[src/rtl/fetch_stage.sv]
// Instruction fetch stage: owns the program counter, issues word reads to a
// 1-cycle-latency instruction memory, and buffers returned instructions in a
// two-entry queue that feeds decode. A redirect from execute reloads the PC
// and discards everything in flight or buffered.
//
// Decode handshake: an instruction transfers on a rising edge where
// valid && ready. While valid is high and ready is low, ir and pc are held
// stable. valid never depends on ready. When valid is low, ir shows a NOP
// and pc shows zero.
module fetch_stage #(
  parameter int                  PC_WIDTH = 9,
  parameter logic [PC_WIDTH-1:0] INIT_PC  = '0,
  parameter int                  DEPTH    = 2
) (
  input  logic                clk,
  input  logic                reset,
  output logic                imem_rd,
  output logic [PC_WIDTH-1:0] imem_addr,
  input  logic [31:0]         imem_data,
  input  logic                redirect,
  input  logic [PC_WIDTH-1:0] target,
  output logic                valid,
  input  logic                ready,
  output logic [31:0]         ir,
  output logic [PC_WIDTH-1:0] pc
);

  localparam logic [31:0] NOP     = 32'h0000_0013;
  localparam logic [2:0]  DEPTH_W = 3'(DEPTH);

  // Fetch address for the next read and the address of the read in flight.
  logic [PC_WIDTH-1:0] pc_reg;
  logic [PC_WIDTH-1:0] inflight_addr;
  logic                inflight;

  // Two-entry circular queue; single-bit pointers cover both slots.
  logic [1:0]          count;
  logic                rd_ptr;
  logic                wr_ptr;
  logic [31:0]         q_ir [0:1];
  logic [PC_WIDTH-1:0] q_pc [0:1];

  logic                pop;
  logic                push;
  logic [2:0]          occupancy;

  // Issue decision, queue head presentation and push/pop qualifiers.
  always_comb begin
    valid     = (count != 2'd0);
    pop       = valid & ready;
    // A response returning in a redirect cycle belongs to the old path.
    push      = inflight & ~redirect;
    // Slots that will still be claimed after this cycle's pop; a new read is
    // only allowed when its response is guaranteed a free slot.
    occupancy = {1'b0, count} + {2'b00, inflight} - {2'b00, pop};
    imem_rd   = ~reset & ~redirect & (occupancy < DEPTH_W);
    imem_addr = pc_reg;
    ir        = valid ? q_ir[rd_ptr] : NOP;
    pc        = valid ? q_pc[rd_ptr] : '0;
  end

  // PC, in-flight tracking and queue bookkeeping; redirect flushes all of it.
  always_ff @(posedge clk or posedge reset) begin
    if (reset) begin
      pc_reg        <= INIT_PC;
      inflight      <= 1'b0;
      inflight_addr <= '0;
      count         <= 2'd0;
      rd_ptr        <= 1'b0;
      wr_ptr        <= 1'b0;
    end else if (redirect) begin
      pc_reg   <= target;
      inflight <= 1'b0;
      count    <= 2'd0;
      rd_ptr   <= 1'b0;
      wr_ptr   <= 1'b0;
    end else begin
      inflight <= imem_rd;
      if (imem_rd) begin
        // Word address wraps naturally at 2^PC_WIDTH.
        pc_reg        <= pc_reg + 1'b1;
        inflight_addr <= pc_reg;
      end
      if (push) begin
        wr_ptr <= ~wr_ptr;
      end
      if (pop) begin
        rd_ptr <= ~rd_ptr;
      end
      count <= count + {1'b0, push} - {1'b0, pop};
    end
  end

  // Queue storage; contents are only meaningful while count covers the slot.
  always_ff @(posedge clk) begin
    if (push) begin
      q_ir[wr_ptr] <= imem_data;
      q_pc[wr_ptr] <= inflight_addr;
    end
  end

endmodule

[config.mk]
export PLATFORM = sky130hd
export DESIGN_NAME = fetch_stage
export DESIGN_NICKNAME = d
export VERILOG_FILES = /design/src/rtl/fetch_stage.sv
export SDC_FILE = /design/constraint.sdc
export NUM_CORES = 1
export LEC_CHECK = 0
export ABC_AREA = 1
export CAP_MARGIN = 30
export CORE_ASPECT_RATIO = 0.5
export CORE_MARGIN = 5
export CORE_UTILIZATION = 30
export DETAILED_ROUTE_END_ITERATION = 16
export GPL_TIMING_DRIVEN = 0
export PLACE_DENSITY = 0.61
export SKIP_LAST_GASP = 1
export SYNTH_ARGS = -nofsm -noshare
export SYNTH_HDL_FRONTEND = slang
export SYNTH_SLANG_ARGS = --single-unit
[constraint.sdc]
create_clock -name clk -period 3.7 [get_ports clk]
set_input_delay 0.74 -clock clk [delete_from_list [all_inputs] [get_ports clk]]
set_output_delay 0.74 -clock clk [all_outputs]
set_load 0.01 [all_outputs]
==> flow_metrics.py <==
metrics = {
    "route": {
        "dr.pass1.iters": 5,
        "drc": 0,
        "drtAntennaViolNets": 0,
        "drt_iter0_markers": 129,
        "wl_per_cell_um": 14.0,
        "viasPerCell": 4.35,
        "wirelength_mm": 9.69,
        "vias": 3004,
    },
    "grt": {
        "grt_pass1_wl_mm": 16.0,
        "grt_max_degree": 23,
        "grt_pass1_vias": 3095,
        "track_usage": 0.122,
        "antenna_found_initial": 0,
        "globalRouteOverflowTotal": 0,
    },
    "worst_setup_path": {
        "max_stage_delay_ns": 0.53,
        "cp-end-kind": "output port",
        "crit_chain": "clkdlybuf4s50_1 > inv_1 > nor2_2 > nand2_1 > o21ai_0 > nand2_1 > fa_1 > nand3_2 > nor2_1 > clkbuf_2",
        "critical_path_class": "in -> out",
        "startpoint_type": "input pin",
        "cp_max_fo": 4,
        "arrival_ns": 2.63,
        "cp.required_ns": 2.96,
        "crit_top_cell": "nand2_1",
        "path_buf_inv": 3,
        "critPathTopFamily": "buffers and inverters",
        "cp_slowest_cell": "fa_1",
    },
    "synth": {
        "syn-instance-count": 384,
        "ys_types": 24,
        "synth_area_leaders": "edfxtp_1, dfrtp_1, nand2_1",
        "synth-seq-cells": 105,
        "synthesis.nets": 433,
        "yosysTopAreaCell": "edfxtp_1",
        "synth-xor-area-share": 0.00612,
        "synthesis.area_mm2": 0.00430,
        "synth_compound_area_frac": 0.0606,
        "synthAdderAreaFrac": 0.0134,
        "async_reset_ff_frac": 0.219,
        "avgSynthCellArea_um2": 11.2,
        "synth_top_family_by_area": "simple AND/OR/NAND/NOR gates",
        "synth.area.mux_share": 0,
        "ys_seq_area_frac": 0.707,
        "yosys.area_share.simple": 0.173,
        "synth_common_cells": "nand2_1, edfxtp_1, a21oi_1",
        "ys.flop_type": "edfxtp_1",
        "synth_warnings": 0,
        "yosys.cell_count.top_type": "nand2_1",
        "synth_edf_count": 82,
        "synth_top_area_share": 0.573,
    },
    "pwr": {
        "p_leak_nw": 2.23,
        "vdd.ir_drop.worst_v": 0.000248,
        "power.density_mw_per_mm2": 634,
    },
    "finish": {
        "post-route-util": 0.427,
        "num_antenna_cells": 0,
        "nFillCells": 1312,
        "layout.nets": 543,
        "area_growth_pct": 37.1,
        "drive_gt1_frac": 0.0802,
        "fin_cells": 691,
        "final-seq-area_mm2": 0.00304,
        "multi_input_area_mm2": 0.00110,
    },
    "clock_network": {
        "cts.sinks": 105,
        "cts.hold.buffers_added": 0,
        "clock_path_buffers": 2,
        "clkTransAtPathRegs_ns": 0.07,
        "cts_tree": "done",
        "htreeDepth": 3,
        "clkLatencyLatePin_ns": 0.34,
        "cts_made_buffers": 9,
        "cts-root-buf": "clkbuf_16",
    },
    "outcome": {
        "outcome": "finished, final reports clean",
    },
    "min_path": {
        "holdCritPathClass": "reg -> reg",
    },
    "sta": {
        "fin_crit_ns": 3.37,
        "worst_slew_pin_slew_ns": 0.723,
        "fin_hold_ws_ns": 0.478,
        "fmax_mhz": 297,
        "slew_viol_final": 0,
        "final.period_utilization": 0.910,
        "relSlewSlack": 0.517,
        "skew_ns": 0.00938,
        "rsz0062_at_grt": "no",
        "finalHoldViolCount": 0,
        "setup_violations": 0,
    },
    "placement": {
        "port_buffers": 96,
        "dp.final_hpwl_mm": 6.91,
        "gp_congestion": 0.787,
        "dpl.cell_count": 675,
    },
    "die": {
        "die_h_um": 94.6,
        "die_w_um": 179,
        "core_region_area_mm2": 0.0138,
        "initial_core_util": 0.312,
        "dieArea_mm2": 0.0170,
        "io_pins": 97,
        "fp-row-count": 30,
    },
    "job": {
        "maxCapViolations": 0,
    },
}
worst reg2reg max path, stage by stage, from the launching register on:
cell and delay, ns:
dfrtp_1 0.46, nor2_1 0.34, nor2_2 0.10, nand2_1 0.09, inv_1 0.06, fa_1 0.55, nand2_1 0.06, nor2_1 0.10
nand2_1 0.11, buf_4 0.20, nand3_1 0.07, nand3_1 0.08
layout make-up:
| class | instances | share of cell area |
|---|---|---|
| multi-input combinational | 242 | 0.188 |
| clock buffer | 13 | 0.0463 |
| clock inverter | 3 | 0.00383 |
| sequential | 105 | 0.516 |
| buffer | 18 | 0.0164 |
| timing repair buffer | 99 | 0.176 |
| inverter | 19 | 0.0125 |
| tap | 192 | 0.0408 |
cell families after synthesis:
logic type	count (synthesis)
AND/OR/NAND/NOR	184
buffers and inverters	37
AO/OA/AOI/OAI	51
flip-flops	105
adder cells (fa/ha/maj)	4
XOR/XNOR	3
layer usage:
layer  vias to the layer above  wire (um)  GRT usage
li1                       1518          -          -
met2                        51       4800      0.202
met1                      1428       4410      0.158
met4                         0        114     0.0399
met3                         7        364     0.0292
met5                         -          0          0
what timing repair did:
| item | CTS | global route |
|---|---|---|
| setup buffers | 0 | 0 |
| hold endpoints to repair | 0 | 0 |
| resized for setup | 2 | 2 |
| setup endpoints to repair | 1 | 1 |
cells in the final DEF, fill, tap and decap left out, types with 10 or more instances in the layout:
master           count
nand2_1            138
clkdlybuf4s50_1     95
edfxtp_1            82
a21oi_1             39
nand3_1             26
dfrtp_1             23
inv_1               18
nor2_1              12
buf_2               11
o21ai_0             10
clkbuf_16           10
registers in the layout (all words and copies together) (netlist names):
name / cells
wr_ptr: 1
inflight_addr: 9
q_ir: 64
q_pc: 18
rd_ptr: 1
count: 2
imem_addr: 9
inflight: 1
final timing paths:
| path | from | end | slack, ns | depth (start not counted) |
|---|---|---|---|---|
| max | ready | imem_rd | 0.33 | 10 |
| min | inflight_addr[7] | q_pc[0][7] | 0.48 | 0 |
| max reg2reg | count[1] | imem_addr[3] | 1.37 | 11 |
| min reg2reg | inflight_addr[7] | q_pc[0][7] | 0.48 | 0 |
| max in group asynchronous | reset | wr_ptr | 2.50 | 3 |
| min in group asynchronous | reset | imem_addr[1] | 0.75 | 2 |
power breakdown:
part	total [mW]	switching [mW]	internal (mW)
sequential	1.59	0.114	1.48
combinational	1.21	0.654	0.560
clock	0.924	0.403	0.522
stage by stage:
| step | cell area [um^2] | power [mW] | TNS, ns | setup WS (ns) |
|---|---|---|---|---|
| finish | 5890 | 3.73 | 0 | 0.333 |
| global route | 5890 | 3.99 | 0 | 0.0890 |
| CTS | 5890 | 3.79 | 0 | 0.152 |
| detailed placement | 5590 | 2.86 | -0.160 | -0.160 |
| global placement | 5500 | 2.82 | -100.90 | -1.23 |
| floorplan | 4300 | 2.22 | 0 | 0.608 |
Power figures use the tool's default switching activity.
